==> src/rtl/mod_ctrl_pkg.sv <==
// Shared types and constants for the run-time modulo counter controller.
// The state encoding is shared so the top and any debug logic agree on it.
package mod_ctrl_pkg;

  typedef enum logic [1:0] {
    IDLE   = 2'd0,
    RUN    = 2'd1,
    PAUSED = 2'd2,
    DONE   = 2'd3
  } state_e;

  localparam int DEFAULT_MOD = 10;

endpackage

==> src/rtl/mod_counter_core.sv <==
// Programmable modulus counter: counts 0..mod-1 while enabled and pulses wrap
// (registered) in the cycle the count has just returned to zero.
module mod_counter_core
  import mod_ctrl_pkg::*;
#(
  parameter int WIDTH = 4
) (
  input  logic             clk_i,
  input  logic             rst_i,
  input  logic             en_i,
  input  logic             clr_i,
  input  logic [WIDTH-1:0] mod_i,
  output logic [WIDTH-1:0] count_o,
  output logic             wrap_o,
  output logic             tc_o
);

  logic [WIDTH-1:0] count_q, count_d;
  logic             wrap_q, wrap_d;

  // mod 0 underflows to all-ones, giving a full 2^WIDTH period for free;
  // mod 1 makes every cycle terminal so the count holds 0 and wraps each edge.
  assign tc_o = (count_q == (mod_i - WIDTH'(1)));

  always_comb begin
    count_d = count_q;
    wrap_d  = 1'b0;
    if (clr_i) begin
      count_d = '0;
    end else if (en_i) begin
      count_d = tc_o ? '0 : count_q + WIDTH'(1);
      wrap_d  = tc_o;
    end
  end

  always_ff @(posedge clk_i) begin
    if (rst_i) begin
      count_q <= '0;
      wrap_q  <= 1'b0;
    end else begin
      count_q <= count_d;
      wrap_q  <= wrap_d;
    end
  end

  assign count_o = count_q;
  assign wrap_o  = wrap_q;

endmodule

==> src/rtl/mod_counter_ctrl.sv <==
// Run-time controller around mod_counter_core: config port, job FSM
// (IDLE/RUN/PAUSED/DONE), wrap counting and end-of-job pulse.
module mod_counter_ctrl
  import mod_ctrl_pkg::*;
#(
  parameter int WIDTH = 4,
  parameter int REPW  = 4,
  parameter int N     = DEFAULT_MOD
) (
  input  logic             clk_i,
  input  logic             rst_i,
  input  logic             cfg_valid_i,
  output logic             cfg_ready_o,
  input  logic [WIDTH-1:0] cfg_mod_i,
  input  logic [REPW-1:0]  cfg_reps_i,
  input  logic             start_i,
  input  logic             pause_i,
  input  logic             abort_i,
  output logic [WIDTH-1:0] count_o,
  output logic             wrap_o,
  output logic             done_o,
  output logic             busy_o
);

  state_e           state_q, state_d;
  logic [WIDTH-1:0] mod_q;
  logic [REPW-1:0]  reps_q;
  logic [REPW-1:0]  wrapCnt_q;
  logic             done_q;
  logic             cntEn, cntClr, termCount;
  logic             cfgAccept, abortHit, lastWrap, startHit;

  assign cfgAccept = cfg_valid_i && cfg_ready_o;
  assign startHit  = (state_q == IDLE) && start_i;
  assign abortHit  = abort_i && (state_q != IDLE);
  // The comparison is skipped for reps 0, so a free-running job never ends.
  assign lastWrap  = (reps_q != '0) && (wrapCnt_q == (reps_q - REPW'(1)));

  always_ff @(posedge clk_i) begin
    if (rst_i) state_q <= IDLE;
    else       state_q <= state_d;
  end

  always_comb begin
    state_d = state_q;
    unique case (state_q)
      IDLE: if (start_i) state_d = RUN;
      RUN, PAUSED: begin
        if (abort_i)                    state_d = IDLE;
        else if (pause_i)               state_d = PAUSED;
        else if (termCount && lastWrap) state_d = DONE;
        else                            state_d = RUN;
      end
      DONE:    state_d = IDLE;
      default: state_d = IDLE;
    endcase
  end

  // Leaving PAUSED with pause low counts at that same edge, hence PAUSED here.
  always_comb begin
    busy_o      = (state_q != IDLE);
    cfg_ready_o = (state_q == IDLE);
    cntEn       = ((state_q == RUN) || (state_q == PAUSED)) && !abort_i && !pause_i;
    cntClr      = (state_q == IDLE) || (state_q == DONE) || abortHit;
  end

  always_ff @(posedge clk_i) begin
    if (rst_i) begin
      mod_q  <= WIDTH'(N);
      reps_q <= '0;
    end else if (cfgAccept) begin
      mod_q  <= cfg_mod_i;
      reps_q <= cfg_reps_i;
    end
  end

  always_ff @(posedge clk_i) begin
    if (rst_i || startHit) begin
      wrapCnt_q <= '0;
    end else if (cntEn && termCount && (wrapCnt_q != '1)) begin
      wrapCnt_q <= wrapCnt_q + REPW'(1);
    end
  end

  always_ff @(posedge clk_i) begin
    if (rst_i) done_q <= 1'b0;
    else       done_q <= (state_d == DONE);
  end

  assign done_o = done_q;

  mod_counter_core #(
    .WIDTH(WIDTH)
  ) u_core (
    .clk_i  (clk_i),
    .rst_i  (rst_i),
    .en_i   (cntEn),
    .clr_i  (cntClr),
    .mod_i  (mod_q),
    .count_o(count_o),
    .wrap_o (wrap_o),
    .tc_o   (termCount)
  );

endmodule

==> config.mk <==
export PLATFORM = sky130hd
export DESIGN_NAME = mod_counter_ctrl
export DESIGN_NICKNAME = d
export VERILOG_FILES = /design/src/rtl/mod_ctrl_pkg.sv /design/src/rtl/mod_counter_core.sv /design/src/rtl/mod_counter_ctrl.sv
export SDC_FILE = /design/constraint.sdc
export NUM_CORES = 1
export LEC_CHECK = 0
export CORE_ASPECT_RATIO = 1.25
export CORE_MARGIN = 2
export CORE_UTILIZATION = 45
export DETAILED_ROUTE_END_ITERATION = 10
export PLACE_DENSITY = 0.84
export SETUP_SLACK_MARGIN = 0.15
export SYNTH_ARGS = -nofsm -noshare
export SYNTH_HDL_FRONTEND = slang
export SYNTH_HIERARCHICAL = 1
export SYNTH_SLANG_ARGS = --single-unit
==> constraint.sdc <==
create_clock -name clk_i -period 5.6 [get_ports clk_i]
set_input_delay 1.12 -clock clk_i [delete_from_list [all_inputs] [get_ports clk_i]]
set_output_delay 1.12 -clock clk_i [all_outputs]
set_load 0.1 [all_outputs]
==> flow_summary.json <==
{
  "drv_slew": 0,
  "relSlewSlack_pct": 35.3,
  "syn_avg_cell_area_um2": 8.88,
  "synth.net_count": 139,
  "grt_pass1_vias": 903,
  "drive_gt1_share_pct": 6.38,
  "final_antenna_net_count": 0,
  "die_area_um2": 2780,
  "drc": 0,
  "period_needed_ns": 3.31,
  "ys_seq_area_share_pct": 37.6,
  "n_antenna_cell": 0,
  "ctsResizeCount": 0,
  "ys_types": 32,
  "synth-edff-count": 0,
  "ir_drop_v": 0.000137,
  "cts_root_buffer": "clkbuf_4",
  "hp-class": "flip-flop to flip-flop",
  "io_buffers": 21,
  "hold_viol": 0,
  "synthArstFlopShare_pct": 0,
  "final_common_cell": "clkdlybuf4s50_1",
  "clockBufferDepth": 2,
  "synthFlopType": "dfxtp_1",
  "antenna_found_initial": 0,
  "ys_ff_latch": 20,
  "dp_hpwl_um": 1690,
  "crit_type": "flip-flop to primary output",
  "synthCells": 120,
  "setup_slack_ns": 2.29,
  "firstDrtPassIters": 4,
  "slowest_stage": "clkdlybuf4s50_1",
  "pre_cts_ws_ns": 2.60,
  "drt-initial-drc-count": 9,
  "crit_arrival_ns": 2.19,
  "max_freq_ghz": 0.302,
  "crit_path_start_kind": "flip-flop",
  "power_per_cell_area_nw_per_um2": 212,
  "cts.clk_slew.worst_paths_ns": 0.10,
  "rsz0062_at_grt": "false",
  "cts_setup_buffers": 0,
  "cts_tree": "built",
  "wl_per_cell_um": 12.2,
  "hold_buffers": 0,
  "grt-ovfl-total": 0,
  "leakagePower_nw": 0.503,
  "status": "finished, final reports clean",
  "grt_pass1_wl_um": 3530,
  "cts.htree.levels": 1,
  "start_util_pct": 48.2,
  "layout_common_cells": "clkdlybuf4s50_1 (21), nand2_1 (20), dfxtp_1 (20)",
  "worstMarginPinSlew_ns": 0.968,
  "setup_viol_count_final": 0,
  "crit_fanout": 9,
  "vias": 908,
  "die_width_um": 47.5,
  "syn2layout_area_growth_pct": 24.4,
  "required_ns": 4.48,
  "cap_violations": 0,
  "finClkSkew_ns": 0.00280,
  "synth.cell_area_um2": 1070,
  "core_region_area_um2": 2210,
  "rr_worst_depth": 9,
  "yosysWarningCount": 6,
  "path_cells": "inv_1, ha_1, inv_1, clkdlybuf4s50_1",
  "grt_max_degree": 14,
  "avgViaCountPerCell": 5.28,
  "fin_nets": 162,
  "endpoint_kind": "primary output",
  "hold_path_depth": 2,
  "fin_crit_sh_pct": 59.2,
  "clock_sinks": 20,
  "die_y_um": 58.4,
  "cts_inserted_buffers": 3,
  "worst_path_most_repeated_cell": "inv_1",
  "cpPeakStageDelay_ns": 1.13,
  "fillers": 213,
  "setup_tns_ns": 0,
  "ios": 22,
  "clock_latency_ns": 0.29,
  "finalWirelength_um": 2110,
  "rows": 19,
  "grt_usage_pct": 17.9,
  "place_congestion": 0.778
}
## layout make-up
cell class,instances,area [um^2],area share (%)
clock buffer,3,22.5,1.70
inverter,8,30.0,2.26
multi-input combinational,89,624,47.1
tap,31,38.8,2.92
timing repair buffer,21,210,15.8
sequential,20,400,30.2
## synth_stat cells, types with 2 or more instances
| cell | instances | share of area, % |
|---|---|---|
| a21oi_1 | 7 | 3.3 |
| a311oi_1 | 3 | 2.5 |
| and2_1 | 2 | 1.2 |
| clkbuf_1 | 3 | 1.1 |
| dfxtp_1 | 20 | 38 |
| ha_1 | 5 | 5.9 |
| inv_1 | 8 | 2.8 |
| mux2i_1 | 2 | 1.9 |
| nand2_1 | 20 | 7.0 |
| nand3_1 | 2 | 0.94 |
| nand3b_1 | 2 | 1.4 |
| nand4_1 | 3 | 1.8 |
| nand4bb_1 | 2 | 2.1 |
| nor2_1 | 7 | 2.5 |
| nor2b_1 | 2 | 1.2 |
| nor3_1 | 2 | 0.94 |
| o21ai_0 | 2 | 0.94 |
| xnor2_1 | 7 | 5.8 |
| xor2_1 | 8 | 6.6 |
## power by group
| part | internal, W | leakage, nW | total [W] | switching, W |
|---|---|---|---|---|
| clock network | 0.0000250 | 0.0138 | 0.0000642 | 0.0000392 |
| registers | 0.000147 | 0.163 | 0.000151 | 0.00000433 |
| logic | 0.0000281 | 0.326 | 0.0000655 | 0.0000374 |
## path summary, 6_finish.rpt
path / startpoint / end / slack, ns
setup / recovery: state_q[1]$_SDFF_PP0_ / busy_o / 2.29
hold reg to reg: reps_q[1]$_SDFFE_PP0P_ / reps_q[1]$_SDFFE_PP0P_ / 0.49
hold / removal: reps_q[1]$_SDFFE_PP0P_ / reps_q[1]$_SDFFE_PP0P_ / 0.49
setup reg to reg: mod_q[0]$_SDFFE_PP0P_ / done_o$_SDFF_PP0_ / 3.24
## per-layer routing
| layer | vias up | track usage (%) | part of all wire [%] |
|---|---|---|---|
| met5 | - | 0 | 0 |
| met4 | 0 | 9.65 | 2.4 |
| met3 | 4 | 2.76 | 3.1 |
| met2 | 21 | 31.3 | 52 |
| met1 | 427 | 19.6 | 42 |
| li1 | 456 | - | - |
## worst max-delay path: cells and delay by family (launching register included)
| kind | cells | cell delay, ns |
|---|---|---|
| DFF | 1 | 0.33 |
| adders and majority gates | 1 | 0.26 |
| buffers and inverters | 3 | 1.30 |
## metrics by stage
step	power [W]	instances	hold slack (ns)	util, %	cell area [um^2]
global route	0.000296	172	0.513	60.0	1330
global placement	0.000218	169	0.459	59.0	1300
CTS	0.000285	172	0.496	60.0	1330
detailed placement	0.000221	169	0.480	59.0	1300
finish	0.000281	172	0.486	60.0	1330
floorplan	0.000201	120	0.449	-	1070
## cells by family (layout without fill, tap and decap cells)
group	Yosys count	count (layout)	share of synthesized area, %
xor+xnor	16	16	14.7
compound gates	18	18	11.9
mux	2	2	1.88
flops	20	20	37.6
buf+inv	11	32	3.87
fa+ha+maj	5	5	5.87
simple gates	48	48	24.3
## flip-flops by register name (all words and copies together), names as in the netlist
name / cells
wrapCnt_q: 4
u_core/wrap_o: 1
state_q: 2
u_core/count_o: 4
mod_q: 4
done_o: 1
reps_q: 4
(Power assumes the default switching activity.)
